$ cat src/rtl/branch_flag_unit_if.sv
// EX-stage <-> branch/flag unit bundle: instruction-side inputs, flag and redirect outputs.
// Latency: none (wires only).
// Backpressure: stall travels with the bundle; the unit freezes on it.
// Ports (slave view): stall, ex_* instruction fields, alu_* status, cbz_zero in;
//                     flags_q, br_taken, br_target_q, squash out.
interface branch_flag_unit_if #(
    parameter int ADDR_W = 64
);
    logic              stall;
    logic              ex_valid;
    logic              ex_set_flags;
    logic              alu_neg;
    logic              alu_zero;
    logic              alu_carry;
    logic              alu_ovf;
    logic              cbz_zero;
    logic [1:0]        ex_br_type;
    logic [3:0]        ex_cond;
    logic [ADDR_W-1:0] ex_br_target;

    logic [3:0]        flags_q;
    logic              br_taken;
    logic [ADDR_W-1:0] br_target_q;
    logic              squash;

    // Pipeline side: presents the EX instruction and observes the redirect.
    modport master (
        output stall, ex_valid, ex_set_flags, alu_neg, alu_zero, alu_carry,
               alu_ovf, cbz_zero, ex_br_type, ex_cond, ex_br_target,
        input  flags_q, br_taken, br_target_q, squash
    );

    // Branch/flag unit side.
    modport slave (
        input  stall, ex_valid, ex_set_flags, alu_neg, alu_zero, alu_carry,
               alu_ovf, cbz_zero, ex_br_type, ex_cond, ex_br_target,
        output flags_q, br_taken, br_target_q, squash
    );
endinterface

$ cat src/rtl/branch_flag_unit.sv
// Registers NZCV on flag-setting ops and resolves B / CBZ / B.cond in EX.
// Latency: taken branch in cycle t -> br_taken pulse + br_target_q in t+1; squash for SQUASH_CYCLES.
// Backpressure: stall freezes flags, target and squash counter; a stalled branch resolves once stall drops.
// Ports: clk, reset (sync, active-high), bus (branch_flag_unit_if.slave).
module branch_flag_unit #(
    parameter int ADDR_W        = 64,
    parameter int SQUASH_CYCLES = 2
) (
    input  logic               clk,
    input  logic               reset,
    branch_flag_unit_if.slave  bus
);
    localparam int CNT_W = (SQUASH_CYCLES > 1) ? $clog2(SQUASH_CYCLES) : 1;
    localparam logic [CNT_W-1:0] CNT_INIT = CNT_W'(SQUASH_CYCLES - 1);

    typedef enum logic {
        S_IDLE,
        S_SQUASH
    } state_t;

    state_t            state_q;
    logic [CNT_W-1:0]  cnt_q;
    logic              squash_q;
    logic              br_taken_q;
    logic [3:0]        nzcv_q;
    logic [3:0]        nzcv_d;
    logic [ADDR_W-1:0] target_q;
    logic [ADDR_W-1:0] target_d;

    logic              eff_valid;
    logic              cond_met;
    logic              taken;
    logic              fire;

    // Condition evaluation against the flags registered at the end of the
    // previous cycle, so a flag-setting op and a B.cond in the same cycle
    // see the older flags.
    always_comb begin
        logic n, z, c, v, ge, gt;
        n  = nzcv_q[3];
        z  = nzcv_q[2];
        c  = nzcv_q[1];
        v  = nzcv_q[0];
        ge = (n == v);
        gt = ~z & ge;
        cond_met = 1'b0;
        case (bus.ex_cond)
            4'h0: cond_met = z;
            4'h1: cond_met = ~z;
            4'h2: cond_met = c;
            4'h3: cond_met = ~c;
            4'h4: cond_met = n;
            4'h5: cond_met = ~n;
            4'h6: cond_met = v;
            4'h7: cond_met = ~v;
            4'h8: cond_met = c & ~z;
            4'h9: cond_met = ~(c & ~z);
            4'hA: cond_met = ge;
            4'hB: cond_met = ~ge;
            4'hC: cond_met = gt;
            4'hD: cond_met = ~gt;
            default: cond_met = 1'b1;
        endcase
    end

    always_comb begin
        // Wrong-path (squashed) and held instructions have no architectural effect.
        eff_valid = bus.ex_valid & ~squash_q & ~bus.stall;

        taken = 1'b0;
        case (bus.ex_br_type)
            2'b01:   taken = 1'b1;
            2'b10:   taken = bus.cbz_zero;
            2'b11:   taken = cond_met;
            default: taken = 1'b0;
        endcase
        fire = eff_valid & taken;

        nzcv_d = nzcv_q;
        if (eff_valid && bus.ex_set_flags) begin
            nzcv_d = {bus.alu_neg, bus.alu_zero, bus.alu_carry, bus.alu_ovf};
        end

        target_d = target_q;
        if (fire) begin
            target_d = bus.ex_br_target;
        end
    end

    // br_taken is the only state not frozen by stall; because a taken branch
    // immediately enters SQUASH (which blocks eff_valid), it can never pulse
    // on two consecutive cycles.
    always_ff @(posedge clk) begin
        if (reset) begin
            state_q    <= S_IDLE;
            cnt_q      <= '0;
            squash_q   <= 1'b0;
            br_taken_q <= 1'b0;
            nzcv_q     <= 4'h0;
            target_q   <= '0;
        end else begin
            nzcv_q     <= nzcv_d;
            target_q   <= target_d;
            br_taken_q <= fire;
            case (state_q)
                S_IDLE: begin
                    if (fire) begin
                        state_q  <= S_SQUASH;
                        cnt_q    <= CNT_INIT;
                        squash_q <= 1'b1;
                    end
                end
                S_SQUASH: begin
                    // Stall stretches the window so the held younger
                    // instructions are still killed when they move on.
                    if (!bus.stall) begin
                        if (cnt_q == '0) begin
                            state_q  <= S_IDLE;
                            squash_q <= 1'b0;
                        end else begin
                            cnt_q <= cnt_q - CNT_W'(1);
                        end
                    end
                end
                default: begin
                    state_q  <= S_IDLE;
                    squash_q <= 1'b0;
                end
            endcase
        end
    end

    assign bus.flags_q     = nzcv_q;
    assign bus.br_taken    = br_taken_q;
    assign bus.br_target_q = target_q;
    assign bus.squash      = squash_q;
endmodule

$ cat src/flat_wrapper.sv
// flat-port wrapper written by rule: the top's interface ports become plain ports
module branch_flag_unit_flat 
#(
    parameter int ADDR_W        = 64,
    parameter int SQUASH_CYCLES = 2
)
  (clk, reset, bus_stall, bus_ex_valid, bus_ex_set_flags, bus_alu_neg, bus_alu_zero, bus_alu_carry, bus_alu_ovf, bus_cbz_zero, bus_ex_br_type, bus_ex_cond, bus_ex_br_target, bus_flags_q, bus_br_taken, bus_br_target_q, bus_squash);
  branch_flag_unit_if #(.ADDR_W(ADDR_W)) bus_i ();
  input  logic clk;
  input  logic reset;
  input wire logic [$bits(bus_i.stall)-1:0] bus_stall;
  input wire logic [$bits(bus_i.ex_valid)-1:0] bus_ex_valid;
  input wire logic [$bits(bus_i.ex_set_flags)-1:0] bus_ex_set_flags;
  input wire logic [$bits(bus_i.alu_neg)-1:0] bus_alu_neg;
  input wire logic [$bits(bus_i.alu_zero)-1:0] bus_alu_zero;
  input wire logic [$bits(bus_i.alu_carry)-1:0] bus_alu_carry;
  input wire logic [$bits(bus_i.alu_ovf)-1:0] bus_alu_ovf;
  input wire logic [$bits(bus_i.cbz_zero)-1:0] bus_cbz_zero;
  input wire logic [$bits(bus_i.ex_br_type)-1:0] bus_ex_br_type;
  input wire logic [$bits(bus_i.ex_cond)-1:0] bus_ex_cond;
  input wire logic [$bits(bus_i.ex_br_target)-1:0] bus_ex_br_target;
  output wire logic [$bits(bus_i.flags_q)-1:0] bus_flags_q;
  output wire logic [$bits(bus_i.br_taken)-1:0] bus_br_taken;
  output wire logic [$bits(bus_i.br_target_q)-1:0] bus_br_target_q;
  output wire logic [$bits(bus_i.squash)-1:0] bus_squash;
  assign bus_i.stall = bus_stall;
  assign bus_i.ex_valid = bus_ex_valid;
  assign bus_i.ex_set_flags = bus_ex_set_flags;
  assign bus_i.alu_neg = bus_alu_neg;
  assign bus_i.alu_zero = bus_alu_zero;
  assign bus_i.alu_carry = bus_alu_carry;
  assign bus_i.alu_ovf = bus_alu_ovf;
  assign bus_i.cbz_zero = bus_cbz_zero;
  assign bus_i.ex_br_type = bus_ex_br_type;
  assign bus_i.ex_cond = bus_ex_cond;
  assign bus_i.ex_br_target = bus_ex_br_target;
  assign bus_flags_q = bus_i.flags_q;
  assign bus_br_taken = bus_i.br_taken;
  assign bus_br_target_q = bus_i.br_target_q;
  assign bus_squash = bus_i.squash;
  branch_flag_unit #(.ADDR_W(ADDR_W), .SQUASH_CYCLES(SQUASH_CYCLES)) u_core (.clk(clk), .reset(reset), .bus(bus_i));
endmodule
$ cat config.mk
export PLATFORM = sky130hd
export DESIGN_NAME = branch_flag_unit_flat
export DESIGN_NICKNAME = d
export VERILOG_FILES = /design/src/rtl/branch_flag_unit_if.sv /design/src/rtl/branch_flag_unit.sv /design/src/flat_wrapper.sv
export SDC_FILE = /design/constraint.sdc
export NUM_CORES = 1
export LEC_CHECK = 0
export ABC_AREA = 1
export CELL_PAD_IN_SITES_DETAIL_PLACEMENT = 1
export CELL_PAD_IN_SITES_GLOBAL_PLACEMENT = 2
export CORE_ASPECT_RATIO = 1.4
export CORE_UTILIZATION = 31
export CTS_CLUSTER_SIZE = 24
export DETAILED_ROUTE_END_ITERATION = 12
export DONT_BUFFER_PORTS = 1
export HOLD_SLACK_MARGIN = 0.06
export PLACE_DENSITY_LB_ADDON = 0.1
export SYNTH_ARGS = -nofsm -noshare
export SYNTH_HDL_FRONTEND = slang
export SYNTH_SLANG_ARGS = --single-unit
$ cat constraint.sdc
create_clock -name clk -period 1.75 [get_ports clk]
set_input_delay 0.35 -clock clk [delete_from_list [all_inputs] [get_ports clk]]
set_output_delay 0.35 -clock clk [all_outputs]
set_load 0.02 [all_outputs]
==> run summary <==
Outcome -> finished clean
H-tree depth -> 3
Router iterations before antenna repair -> 4
Setup TNS -> 0 ns
Hold slack -> 0.0877 ns
Critical path type -> register to register
Clock transition at the registers of the reported paths -> 0.06 ns
CTS Sinks -> 72
Fin crit period -> 1.65 ns
Total power -> 4.19 mW
Yosys reg bits -> 72
Routed WL per cell -> 15.5 um
# IOs -> 150
Core area -> 0.0105 sq mm
Grt total ovfl -> 0
Synthesized cell area -> 0.00336 sq mm
CP Data Required Time -> 1.97 ns
Syn_area_per_cell -> 6.55 sq um
GRT Total Usage -> 0.165
Post-route ant nets -> 0
PD cells -> 1050 mW/mm^2
Setup crit end kind -> register
Initial DRC Count -> 107
Post-synthesis cell type count -> 19
HP Class -> input port to register
Fin. max-slew vios -> 0
Crit path to -> u_core.bus.br_target_q[17]$_SDFFE_PP0P_
Slew margin rel. -> 0.768
Largest net degree at the start of global routing -> 76
Vias in the first global route -> 3086
Post-route insts no fill -> 653
First-pass GRT wire length -> 14.9 mm
Worst EP arrival -> 1.87 ns
Via density -> 4.82
Clock Skew -> 0.00557 ns
Crit path from -> u_core.bus.flags_q[2]$_SDFFE_PP0P_
Worst R2R End -> u_core.bus.br_target_q[17]$_SDFFE_PP0P_
Core Rows -> 44
Reg2Reg Depth -> 11
Final-stage net count -> 590
Met2 wire length -> 5.02 mm
Placed cell count -> 629
Crit path max fanout -> 16
Leak -> 1.91 nW
FF-to-FF setup slack -> 0.1 ns
Global placer's final weighted congestion -> 0.759
Fin. Hold Viols -> 0
Layout cells sized above 1 -> 0.109
WL met3 -> 724 um
Highest metal used -> met4
VDD IR-drop max -> 440 uV
Drt total wl -> 10.1 mm
Setup-failing EPs final -> 0
IO buf count -> 0
DRC Markers -> 0
RR Startpoint -> u_core.bus.flags_q[2]$_SDFFE_PP0P_
Root Driver -> clkbuf_16
WL met1 -> 4.27 mm
Max Cap Viol -> 0
Total CTS buffers -> 9
Diodes inserted -> 0
FMAX -> 0.605 GHz
Initial antenna violation count -> 0
Sequential fraction of the synthesis area -> 0.429
Vias -> 3148
TritonCTS clock tree -> built
Area Overhead vs Synth -> 19.0%
Initial Util -> 0.321
Die Y -> 125 um
Die area -> 0.0113 sq mm
Startpoint types -> register
CTS max path bufs -> 2
Fin util -> 0.382
Synthesis warning total -> 0
Clock insertion delay at the later pin of the skew report -> 0.33 ns
Slew @ Worst Pin -> 0.348 ns
Syn Inst Count -> 513
Die X-Extent -> 90.0 um
Fin crit share -> 0.944
Hpwl dp -> 6.30 mm
Post-Syn Nets -> 593
cell usage in the layout (no fill, tap or decap), types with 3 or more instances in the layout:
| cell type | netlist | final |
|---|---|---|
| nand2_1 | 98 | 98 |
| a21oi_2 | 0 | 6 |
| dfxtp_1 | 72 | 69 |
| clkinv_2 | 0 | 4 |
| o21ai_0 | 4 | 4 |
| a21oi_1 | 72 | 66 |
| nand3_1 | 71 | 71 |
| inv_2 | 5 | 7 |
| buf_4 | 3 | 7 |
| inv_1 | 71 | 69 |
| nor2_2 | 0 | 3 |
| buf_6 | 5 | 3 |
| buf_12 | 0 | 5 |
| clkbuf_16 | 0 | 13 |
| dfxtp_2 | 0 | 3 |
| nor2_1 | 79 | 76 |
metal layers:
layer / up-vias / track usage
met5: - / 0
met1: 1453 / 0.177
met4: 0 / 0.0626
met2: 94 / 0.289
met3: 9 / 0.0657
li1: 1592 / -
area by class of cell:
cell class                 count  area (sq um)
clock buffer                  12           246
timing repair buffer          21           342
sequential                    72          1450
tap                          138           173
multi-input combinational    329          1480
inverter                      77           289
clock inverter                 4          20.0
fill                        1334          6460
stage by stage:
stage               instance area (sq um)  setup WS [ns]
floorplan                            3360          0.127
finish                               4000         0.0984
detailed placement                   3520         0.0781
CTS                                  3780         0.0629
global route                         4000        -0.0287
global placement                     3520         0.0908
worst max-delay path: stages (launching register included):
cell and delay, ns:
dfxtp_2 0.35, inv_2 0.06, nand2_1 0.09, nand3_1 0.08, nand2_1 0.08, nor2_2 0.05, nor2_2 0.15, nand3_4 0.12
buf_12 0.17, clkbuf_16 0.18, a21oi_1 0.14, nor2_1 0.06
power by group:
group | internal [mW] | total (mW) | leakage (nW) | switching (mW)
logic | 0.240 | 0.579 | 1.19 | 0.338
clock network | 0.989 | 1.67 | 0.136 | 0.680
registers | 1.75 | 1.94 | 0.590 | 0.196
repair_timing:
| action | CTS | global route |
|---|---|---|
| setup endpoints to repair | 0 | 68 |
| hold buffers | 0 | 0 |
| setup buffers | 0 | 2 |
| gates resized for setup | 0 | 17 |
synthesized netlist by cell type:
cell type | n | area, sq um
buf_4 | 3 | 22.5
inv_2 | 5 | 18.8
inv_1 | 71 | 267
o21ai_0 | 4 | 20.0
nor2_1 | 79 | 297
nand3_2 | 1 | 10.0
buf_6 | 5 | 56.3
o21ai_1 | 1 | 5.00
o211ai_1 | 1 | 7.51
nor3_2 | 1 | 10.0
nand3_1 | 71 | 355
clkinv_1 | 1 | 3.75
buf_2 | 8 | 40.0
dfxtp_1 | 72 | 1440
nand2_1 | 98 | 368
a21oi_1 | 72 | 360
clkbuf_1 | 11 | 41.3
nand4_1 | 1 | 6.26
buf_1 | 8 | 30.0
cells by family after synthesis:
logic type / synth area share
simple gates: 0.311
buf+inv: 0.143
compound gates: 0.117
flops: 0.429
sequential cells by signal, indices dropped and copies added (netlist names):
register                count
u_core.bus.squash           1
u_core.bus.flags_q          4
u_core.cnt_q                1
u_core.bus.br_taken         1
u_core.bus.br_target_q     64
u_core.state_q              1
worst min-delay path by stage:
stage          startpoint                             end  cells past startpoint
2_1_floorplan       reset  u_core.bus.br_taken$_SDFF_PP0_                      1
3_3_place_gp        reset  u_core.bus.br_taken$_SDFF_PP0_                      1
3_5_place_dp        reset  u_core.bus.br_taken$_SDFF_PP0_                      1
4_1_cts             reset  u_core.bus.br_taken$_SDFF_PP0_                      1
5_1_grt             reset  u_core.bus.br_taken$_SDFF_PP0_                      1
6_report            reset  u_core.bus.br_taken$_SDFF_PP0_                      1
Power figures use the tool's default switching activity.
